[src/rtl/pulse_cmd_dispatcher.sv]
`default_nettype none
// ============================================================================
//  Module      : pulse_cmd_dispatcher
//  Description : Queues event pulses as a pending count, dispatches one
//                command per event over a valid/ready start interface and
//                tracks each command to done or timeout.
//  Revision    : 1.0 - initial release
// ============================================================================
module pulse_cmd_dispatcher #(
   parameter int          MAX_PENDING    = 4,
   parameter logic [31:0] TIMEOUT_CYCLES = 32'd0,
   parameter int          CNT_WIDTH      = 16,
   localparam int         PEND_W         = $clog2(MAX_PENDING + 1)
) (
   input  logic                 clk,
   input  logic                 reset_n,
   input  logic                 i_pulse,
   output logic                 o_ready,
   output logic                 o_start_valid,
   input  logic                 i_start_ready,
   input  logic                 i_done,
   input  logic                 i_clear,
   output logic                 o_busy,
   output logic [PEND_W-1:0]    o_pending,
   output logic [CNT_WIDTH-1:0] o_completed,
   output logic                 o_overflow,
   output logic                 o_timeout
);

   localparam logic [1:0]        c_IDLE     = 2'd0;
   localparam logic [1:0]        c_REQ      = 2'd1;
   localparam logic [1:0]        c_BUSY     = 2'd2;
   localparam logic [PEND_W-1:0] c_MAX_PEND = PEND_W'(MAX_PENDING);
   localparam logic              c_TO_EN    = (TIMEOUT_CYCLES != 32'd0);
   localparam logic [31:0]       c_TO_LAST  = TIMEOUT_CYCLES - 32'd1;

   logic [1:0]           state_q,     state_d;
   logic [PEND_W-1:0]    pending_q,   pending_d;
   logic [CNT_WIDTH-1:0] completed_q, completed_d;
   logic [31:0]          timer_q,     timer_d;
   logic                 overflow_q,  overflow_d;
   logic                 timeout_q,   timeout_d;

   logic w_ready;
   logic w_dequeue;
   logic w_accept;
   logic w_drop;
   logic w_abort;

   assign w_ready   = (pending_q < c_MAX_PEND);
   assign w_dequeue = (state_q == c_IDLE) && (pending_q != '0);
   // A dequeue in the same cycle frees a slot, so a pulse arriving at a full
   // queue is still absorbed and the queue stays full.
   assign w_accept  = i_pulse && (w_ready || w_dequeue);
   assign w_drop    = i_pulse && !w_accept;

   // Next-state logic for the command FSM, timer and completion counter
   always_comb begin
      state_d     = state_q;
      timer_d     = timer_q;
      completed_d = completed_q;
      w_abort     = 1'b0;
      case (state_q)
         c_IDLE: begin
            if (w_dequeue) begin
               state_d = c_REQ;
            end
         end
         c_REQ: begin
            if (i_start_ready) begin
               state_d = c_BUSY;
               timer_d = 32'd0;
            end
         end
         c_BUSY: begin
            timer_d = timer_q + 32'd1;
            if (i_done) begin
               state_d     = c_IDLE;
               completed_d = completed_q + CNT_WIDTH'(1);
            end else if (c_TO_EN && (timer_q == c_TO_LAST)) begin
               state_d = c_IDLE;
               w_abort = 1'b1;
            end
         end
         default: begin
            state_d = c_IDLE;
         end
      endcase
   end

   // Pending count: simultaneous enqueue and dequeue cancel out
   always_comb begin
      pending_d = pending_q;
      case ({w_accept, w_dequeue})
         2'b10:   pending_d = pending_q + PEND_W'(1);
         2'b01:   pending_d = pending_q - PEND_W'(1);
         default: pending_d = pending_q;
      endcase
   end

   // Sticky flags: a new set event outranks a coincident clear
   always_comb begin
      overflow_d = overflow_q;
      timeout_d  = timeout_q;
      if (w_drop) begin
         overflow_d = 1'b1;
      end else if (i_clear) begin
         overflow_d = 1'b0;
      end
      if (w_abort) begin
         timeout_d = 1'b1;
      end else if (i_clear) begin
         timeout_d = 1'b0;
      end
   end

   // State registers with asynchronous clear
   always_ff @(posedge clk or negedge reset_n) begin
      if (!reset_n) begin
         state_q     <= c_IDLE;
         pending_q   <= '0;
         completed_q <= '0;
         timer_q     <= 32'd0;
         overflow_q  <= 1'b0;
         timeout_q   <= 1'b0;
      end else begin
         state_q     <= state_d;
         pending_q   <= pending_d;
         completed_q <= completed_d;
         timer_q     <= timer_d;
         overflow_q  <= overflow_d;
         timeout_q   <= timeout_d;
      end
   end

   assign o_ready       = w_ready;
   assign o_start_valid = (state_q == c_REQ);
   assign o_busy        = (state_q != c_IDLE);
   assign o_pending     = pending_q;
   assign o_completed   = completed_q;
   assign o_overflow    = overflow_q;
   assign o_timeout     = timeout_q;

endmodule
`default_nettype wire
[config.mk]
export PLATFORM = sky130hd
export DESIGN_NAME = pulse_cmd_dispatcher
export DESIGN_NICKNAME = d
export VERILOG_FILES = /design/src/rtl/pulse_cmd_dispatcher.sv
export SDC_FILE = /design/constraint.sdc
export NUM_CORES = 1
export LEC_CHECK = 0
export BUFFER_PORTS_ARGS = -buffer_cell sky130_fd_sc_hd__buf_4
export CORE_MARGIN = 2
export CORE_UTILIZATION = 35
export CTS_CLUSTER_DIAMETER = 80
export DETAILED_ROUTE_END_ITERATION = 10
export GPL_TIMING_DRIVEN = 1
export HOLD_SLACK_MARGIN = 0.06
export PLACE_DENSITY_LB_ADDON = 0.2
export SLEW_MARGIN = 15
export SYNTH_ARGS = -nofsm -noshare
export SYNTH_HDL_FRONTEND = slang
export SYNTH_SLANG_ARGS = --single-unit
[constraint.sdc]
create_clock -name clk -period 2.12 [get_ports clk]
set_input_delay 0.424 -clock clk [delete_from_list [all_inputs] [get_ports clk]]
set_output_delay 0.424 -clock clk [all_outputs]
set_load 0.01 [all_outputs]
After elaboration in Yosys (flattened, before gate mapping)
Index checks and enable logic that the tools add are counted.

operators by class
  add/subtract/negate cells = 3
  $mul = 0
  divide/modulo/power cells = 0
  $lt $le $gt $ge = 1
  equality and inequality tests = 7
  shift operators = 0
  muxes and demuxes = 7
  bitwise logic cells = 0
  reductions and logical operators = 12

operator list
  kind                                                                count
  16-bit by 1-bit adder with 16-bit output, second input constant     1
  2-bit two-way mux                                                   3
  2-bit one-hot mux with 3 select lines                               1
  3-bit one-hot mux with 2 select lines                               1
  2-bit nonzero test                                                  3
  2-bit by 1-bit == test with 1-bit output, second input constant     2
  2-bit == test, second input constant                                2
  2-bit != test, second input constant                                2
  3-bit by 1-bit adder with 3-bit output, second input constant       1
  1-bit logical AND                                                   3
  3-bit less-than comparator, second input constant                   1
  3-bit AND reduction                                                 1
  3-bit nonzero test                                                  1
  3-bit by 1-bit subtractor with 3-bit output, second input constant  1
  2-bit zero test                                                     1
  1-bit two-way mux                                                   2
  2-bit by 1-bit != test with 1-bit output, second input constant     1
  2-bit AND reduction                                                 1
  1-bit zero test                                                     1
  1-bit logical OR                                                    1

word-level totals
  bits in registers = 22
  latch bits = 0
  memory bits (writable) = 0
  ROM bits = 0
  bits of input ports = 6
  output and inout bits = 24
  word-level logic and storage cells = 34
  memories kept = 0

Depth between registers and ports, before layout
Gate-level depths: netlist of the first run.

  depth after elaboration = 7
  gate-level depth with buffers = 9
  depth with buffers taken out = 9

Worst setup path before layout of the first run
No wires, ideal clock.

  path type = register to register
  from = register state_q[0]
  to = register pending_q[2] (netlist: o_pending[2])
  setup time = 80 ps
  arrival = 1865 ps
  slack = 175 ps
  stages on the path, launching flop included = 9
  period minus slack after synthesis = 1945 ps
  cells stage by stage = dfrtp_1 or2_2 a31oi_1 ha_1 inv_1 fa_1 xor2_1 nor2_1 xnor2_1

between the ends
  cells in the longest elaborated chain, start to end = 6
  elaborated cells on any way between the ends = 8
  those cells by class = 2 x eq/ne; 1 x mux; 5 x reduce/logical

ends and longest elaborated chain
  what                                                                                RTL line  source
  start: declaration                                                                  37        logic [1:0] state_q, state_d;
  start signal: assignment                                                            120       state_q <= c_IDLE;
  start signal: assignment                                                            127       state_q <= state_d;
  2-bit zero test (*)                                                                 51        assign w_dequeue = (state_q == c_IDLE) && (pending_q != '0);
  1-bit logical AND (*)                                                               51
  1-bit logical OR                                                                    54        assign w_accept = i_pulse && (w_ready || w_dequeue);
  1-bit logical AND                                                                   54
  2-bit by 1-bit == test with 1-bit output / 2-bit == test (equally long branches)    94        case ({w_accept, w_dequeue})
  3-bit one-hot mux with 2 select lines / 2-bit nonzero test (equally long branches)  -
  end signal: assignment                                                              128       pending_q <= pending_d;
  end: declaration                                                                    38        logic [PEND_W-1:0] pending_q, pending_d;

Every way passes the cells marked *; elsewhere a longest branch is shown, timed or not.
A chain may end at the register's enable or synchronous reset.

Worst setup path after layout of the first run
Same ends and word-level chain as after synthesis.

==> results of run 1 <==
==> per-stage QoR <==
step | total power [W] | utilization (%) | setup WS (ns) | std cells | instance area (um^2)
CTS | 0.001512 | 47.81 | 0.06123 | 156 | 1353
finish | 0.001512 | 48.16 | 0.1106 | 157 | 1363
global route | 0.001618 | 48.16 | 0.005040 | 157 | 1363
floorplan | 0.0009785 | - | 0.1746 | 93 | 1062
global placement | 0.001229 | 46.17 | 0.1899 | 151 | 1306
detailed placement | 0.001273 | 46.17 | 0.1128 | 151 | 1306
==> flip-flops by register name, summed over array words and instances (netlist names) <==
register and flops:
o_overflow 1, o_pending 3, state_q 2, o_completed 16
==> final timing paths <==
| check | start | end | cells past startpoint |
|---|---|---|---|
| worst max-delay path | state_q[0] | o_pending[2] | 8 |
| worst min-delay path | i_start_ready | state_q[0] | 2 |
| worst max register to register | state_q[0] | o_pending[2] | 8 |
| worst min register to register | o_completed[15] | o_completed[15] | 1 |
| max in group asynchronous | reset_n | o_pending[1] | 2 |
| min in group asynchronous | reset_n | o_completed[6] | 2 |
==> kinds of logic (layout without fill, tap and decap cells) <==
| group | count (synthesis) | count (layout) |
|---|---|---|
| XOR/XNOR | 18 | 18 |
| AND/OR/NAND/NOR | 35 | 35 |
| adder cells (fa/ha/maj) | 3 | 3 |
| buffers and inverters | 8 | 41 |
| flip-flops | 22 | 22 |
| multiplexers | 1 | 1 |
| AO/OA/AOI/OAI | 5 | 5 |
| other | 1 | 1 |
==> power by group through the flow <==
stage	combinational, W	sequential (W)	clock [W]
CTS	0.000643	0.000628	0.000240
global route	0.000728	0.000640	0.000250
detailed placement	0.000638	0.000635	0
global placement	0.000598	0.000631	0
finish	0.000662	0.000619	0.000231
floorplan	0.000321	0.000658	0
==> layout make-up <==
cell class | instances | area (um^2)
fill | 274 | 1466
sequential | 22 | 550.5
multi-input combinational | 63 | 479.2
timing repair buffer | 31 | 235.2
tap | 31 | 38.79
clock buffer | 4 | 36.28
inverter | 6 | 22.52
==> worst register-to-register path, stage by stage (launching register included) <==
cell and delay (ns):
dfrtp_1 0.39, or2_2 0.33, a31oi_1 0.17, ha_2 0.21, inv_1 0.06, fa_1 0.38
xor2_1 0.15, nor2_1 0.11, xnor2_1 0.13
==> per-layer routing <==
layer	wire length, um	vias up	global-route usage [%]
li1	-	373	-
met1	873	360	14.38
met2	1014	18	20.00
met3	73	2	4.585
met4	12	0	1.948
met5	0	-	0
==> repair_timing <==
action,in CTS,in global routing
endpoints found under the setup margin,0,1
buffers inserted,0,1
endpoints found under the hold margin,22,0
resized for setup,0,1
hold buffers,1,0
==> layout by cell type (no fill, tap or decap), drive strengths merged <==
cell type | Yosys | final
buf | 2 | 30
dfrtp | 22 | 22
nand2 | 10 | 10
xor2 | 10 | 10
xnor2 | 8 | 8
inv | 6 | 6
nor2 | 5 | 5
nand3 | 4 | 4
clkbuf | 0 | 4
nor3 | 3 | 3
and3 | 3 | 3
nand4 | 3 | 3
o21ai | 2 | 2
ha | 2 | 2
or2 | 1 | 1
a31oi | 1 | 1
and2b | 1 | 1
and4 | 1 | 1
and3b | 1 | 1
a32o | 1 | 1
and4b | 1 | 1
mux2 | 1 | 1
nor4 | 1 | 1
a211oi | 1 | 1
or2b | 1 | 1
fa | 1 | 1
conb | 1 | 1
dlygate4sd3 | 0 | 1
==> results, run 1 <==
- The data required time of the worst path is 2.36 ns.
- Sequential cells were found to cover 51.83% of the synthesized design area.
- The category of the most critical setup path is register to register.
- Yosys attributes the largest share of cell area to dfrtp_1, xor2_1, xnor2_1, nand2_1, nor3_2.
- The via-per-instance ratio is 4.796.
- Counting flops with an async set or reset pin after synthesis yields a share of 100.0%.
- The fraction of synthesized cell area in xor and xnor cells is 14.84%.
- The first global-routing pass estimated 3.125 mm of wire.
- The count of routing violations after the opening detailed-route iteration is 3.
- The count of endpoints failing hold in the final timing report is 0.
- The clock latency of the later-clocked register in the worst-skew pair is 0.31 ns.
- The run finished with clean final reports.
- Clock-pin slew was measured on the worst setup and hold paths at 0.12 ns.
- Net switching is 35.94% of the power.
- The mean cell area of the mapped netlist is 11.42 um^2.
- The number of different library cells used by synthesis comes to 30.
- The dominant register cell in the synthesized netlist is dfrtp_1.
- The floorplan die width is 59.09 um.
- For this run, design rule violations remaining after detail routing come to 0.
- 0 antenna diodes ended up in the layout.
- Setup violations remaining at the end of the flow were counted as 0.
- The initial antenna violation count is 0.
- The fraction of layout instances using a drive strength above 1 is 36.51%.
- The area of the placeable core is 0.002829 mm^2.
- The boundary pin count is 30.
- The synthesized netlist occupies a cell area of 0.001062 mm^2.
- The cell at the root of the clock tree is clkbuf_4.
- The worst min-delay path category is primary input to register.
- Summed over all nets, the switching power comes to 0.0005434 W.
- The count of final max-slew check failures is 0.
- In this run the vertical extent of the chip is 59.09 um.
- Combinational logic burns 43.8% of the power.
- The area enclosed by the die boundary is 0.003492 mm^2.
- The internal power summed over all cells is 0.0009686 W.
- The first-pass detailed-route iteration total is 2.
- TritonCTS built the clock tree.
- The largest individual stage delay along the critical path comes from the cell dfrtp_1.
- The detailed router placed 753 vias in this run.
- The mux cell area share after synthesis is 1.060%.
- The clock network burns 15.2% of the power.
- Across all register-to-register paths, the minimum setup slack is 0.11 ns.
- Entering global routing, the biggest net connects 23 pins.
- The final setup skew is 0.003893 ns.
- Power spread over the standard cell area amounts to 1110 mW/mm^2.
- After detailed routing, the average wire length per cell comes to 12.58 um.
- The clock tree buffer depth is 2.
- The data arrival time of the critical path is 2.25 ns.
- Summed over all layers, the routed wires come to 1.975 mm.
- The kind of cell adding the most delay to the critical path is adder cells.
- For this design the static power due to leakage is 0.7045 nW.
- Routability-driven placement finished with a final weighted congestion of 0.8070.
- The count of antenna-violating nets left after detailed routing is 0.
- The number of nets in the layout is 136.
- Yosys instantiated no cell more often than dfrtp_1.
- The via count of the first global-routing pass was 733.
- The initialized floorplan defines 19 standard-cell rows.
- The share of Yosys cell area claimed by the top area cell type is 51.83%.
- The maximum single-stage delay on the critical path is 0.39 ns.
- The worst path uses 94.78% of the clock period.
- The number of buffers and inverters on the critical path is 1.
- Compared with the post-synthesis result, the final layout area differs by 28.27%.
- The critical path startpoint category is a register.
- The total negative slack is 0 ns.
- The post-synthesis compound-gate area fraction is 3.180%.
- Setup repair after global routing left no endpoint under its margin.
- By area, the combinational part of the netlist is dominated by simple AND/OR/NAND/NOR gates.
- By count the netlist is led by dfrtp_1, nand2_1, xor2_1, xnor2_1, inv_1.
- The initial core utilization is 37.55%.
- IR analysis of the VDD net gives a maximum drop of 0.7643 mV.
- The cell count after synthesis came out at 93.
- Buffers inserted during clock tree synthesis total 3.
- The number of synthesized register bits is 22.
- Of all nets on the critical path, the largest fanout is 4.
- Max-cap violations in this run came to 0.
- Detailed placement ended at an HPWL of 1.506 mm.
- The synthesized design spends more area on one cell type than any other, namely dfrtp_1.
- Static timing analysis puts the maximum clock frequency at 497.7 MHz.
- Port buffering added 28 buffers.
- The count of flip-flops with a built-in enable after synthesis is 0.
- The minimum clock period is 2.009 ns.
- The remaining global-route overflow is 0.
- The number of clock sinks is 22.
- Yosys printed 0 warnings.
- Of the total synthesized cell area, the portion taken by full adders, half adders and majority gates is 4.240%.
- The simple-gate area share of the yosys netlist is 21.20%.
- For this run, the total global-route usage over all layers was measured as 11.78%.
- Synthesis produced a netlist with a net count of 102.
- The worst hold slack after final layout is 0.2968 ns.
- Walking the worst path, the cells encountered are or2_2 -> a31oi_1 -> ha_2 -> inv_1 -> fa_1 -> xor2_1 -> nor2_1 -> xnor2_1.
- The share of total power dissipated in sequential elements is 41.0%.
- The CTS H-tree depth is 1.
- The endpoint class of the critical path is a register.
(Power assumes the default switching activity.)
==> run 2, diff against run 1 <==
Clock period 2.12 ns to 2.4 ns, I/O delays scaled along.
==> results, run 2 (synthesized netlist as in run 1, its figures left out) <==
- The flow ran to the end, and the final reports show no timing, DRC or antenna violations.
- The path class of the tightest hold or removal check is primary input to register.
- The total negative slack is 0 ns.
- The count of input and output buffers is 28.
- The cell at the root of the clock tree is clkbuf_4.
- The critical-path maximum fanout is 7.
- After the first detailed-routing iteration, the DRC count stood at 5.
- The global-route track usage on met2 is 19.21%.
- On the final layout, the worst clock skew is 0.004107 ns.
- The most common library cell in the layout ignoring fill and taps is buf_4.
- The number of clock sinks is 22.
- Setup slack on the worst reg-to-reg path comes out at 0.36 ns.
- The static leakage is 0.6962 nW.
- The library cells used most frequently in the layout, excluding fill and tap cells, are buf_4, dfrtp_1, nand2_1, xor2_1, xnor2_1.
- After the flow finishes, the layout carries non-filler instances totaling 155.
- Global routing used 11.81% of the available tracks across all layers.
- After the last flow step, the layout net total stands at 134.
- In this run the most used layer during global routing was met2.
- The worst setup timing slack at the placement stage is 0.3654 ns.
- The placement row count is 19.
- The HPWL after detailed placement is 1.411 mm.
- Across all layers, the routed design uses 753 vias.
- In this run the count of I/O pins placed on the die edge is 30.
- In this run the worst setup path begins at state_q[0].
- For the worst-skew pair, the clock arrives at the later sink with an insertion delay of 0.30 ns.
- The most critical setup path has its endpoint at o_pending[2].
- The final weighted congestion in routability-driven placement is 0.8177.
- Data on the critical path arrives at its endpoint at 2.27 ns.
- The count of final max-slew check failures is 0.
- The number of cells in the design after placement is 150.
- Setup repair after global routing left no endpoint under its margin.
- Timing would allow up to 489.2 MHz.
- VDD sags by at most 0.7222 mV.
- In this run the power density over the cells is 951.8 mW/mm^2.
- The register with the most flip-flops in the layout has 16 of them.
- The first global-routing pass estimated 3.146 mm of wire.
- Dividing the detail-routed wire length by the instance count gives 12.05 um.
- In the finished design, the share of the clock period the worst path needs comes to 85.18%.
- Setup violations remaining at the end of the flow were counted as 0.
- Data on the critical path is required at its endpoint by 2.63 ns.
- The number of max-cap violations is 0.
- The CTS H-tree depth is 1.
- The initial utilization of the core area, before any placement, comes to 37.55%.
- The total detailed-routing wirelength is 1.867 mm.
- The first-pass detailed-route iteration total is 4.
- The die is 59.09 um wide.
- In the global route stage, met3 resource usage came out at 1.965%.
- In the global route stage, met1 resource usage came out at 15.17%.
- In this run the remaining antenna-violating nets after routing total 0.
- The slack of the critical path is 0.3557 ns.
- The area of the placeable core is 0.002829 mm^2.
- The startpoint of the worst-slack reg-to-reg timing path is state_q[0].
- Counting the buffers created by CTS gives 3.
- The via count of the first global-routing pass is 735.
- The area enclosed by the die boundary is 0.003492 mm^2.
- The worst register-to-register path ends at o_pending[2].
- The count of endpoints failing hold in the final timing report came to 0.
- The worst hold path was traced through 2 stages.
- The maximum number of pins on one net before global-route repair is 23.
- The area growth from synthesis to layout is 26.62%.
- The critical path startpoint category is a register.
- The post-route DRC violation count is 0.
- The number of antenna diodes in the final layout is 0.
- After clock tree synthesis, the clock-pin slew on the worst setup and hold paths is 0.12 ns.
- The via-per-instance ratio is 4.858.
- Cells with a size suffix above 1 make up 34.68% of the layout.
- At the end of the flow the core is filled with cells to 47.55%.
- The initial antenna violation count is 0.
- The CTS tree is built.
- The number of cells on the worst reg-to-reg path is 8.
- In this run the deepest clock path goes through 2 buffers.
- The critical path in this run is classified as register to register.
- In this run the vertical extent of the chip is 59.09 um.
- The worst hold slack after final layout is 0.3594 ns.
- Global routing finished with a remaining overflow of 0.
- The clock period could shrink to 2.044 ns.
- STA classifies the critical path endpoint as a register.
## run 2: cell count changes in the layout (fill, tap and decap cells not counted), sizes merged
cell | previous run | this run
buf | 30 | 28
## run 2: critical path, stage by stage, from the launching register on
cell and delay (ns):
dfrtp_1 0.45, or2_2 0.35, a31oi_1 0.15, ha_1 0.21, inv_1 0.06, fa_1 0.37, xor2_1 0.15, nor2_1 0.11
xnor2_1 0.12
## run 2: how the worst min path moves through the flow
stage                              from              end  slack (ns)
after detailed placement        reset_n  o_completed[13]        0.39
after global routing      i_start_ready       state_q[0]        0.34
final                     i_start_ready       state_q[0]        0.36
after floorplan                 reset_n   o_completed[0]        0.18
after CTS                 i_start_ready       state_q[0]        0.34
after global placement          reset_n   o_completed[6]        0.39
## run 2: power breakdown
group          switching [W]  leakage (nW)  internal [W]
clock               0.000108        0.0210     0.0000925
combinational       0.000242         0.384      0.000276
sequential          0.000105         0.291      0.000456
## run 2: area by class of cell
cell class	count	area (um^2)
tap	31	38.79
sequential	22	550.5
multi-input combinational	63	476.7
fill	280	1484
inverter	6	22.52
timing repair buffer	29	220.2
clock buffer	4	36.28
## run 2: metal layers
layer	vias up	share of wire [%]
met1	366	46
li1	369	-
met4	0	0.70
met5	-	0
met2	16	50
met3	2	3.8
## run 2: timing repair
| item | CTS | global route |
|---|---|---|
| hold buffers | 1 | 0 |
| gates resized for setup | 0 | 0 |
| setup endpoints to repair | 0 | 0 |
| hold endpoints to repair | 22 | 0 |
| setup buffers | 0 | 0 |
## run 2: metrics by stage
step	area [um^2]	total power, W
2_1_floorplan	1062	0.0008643
3_3_place_gp	1299	0.001073
3_5_place_dp	1299	0.001090
4_1_cts	1345	0.001303
5_1_grt	1345	0.001395
6_report	1345	0.001280
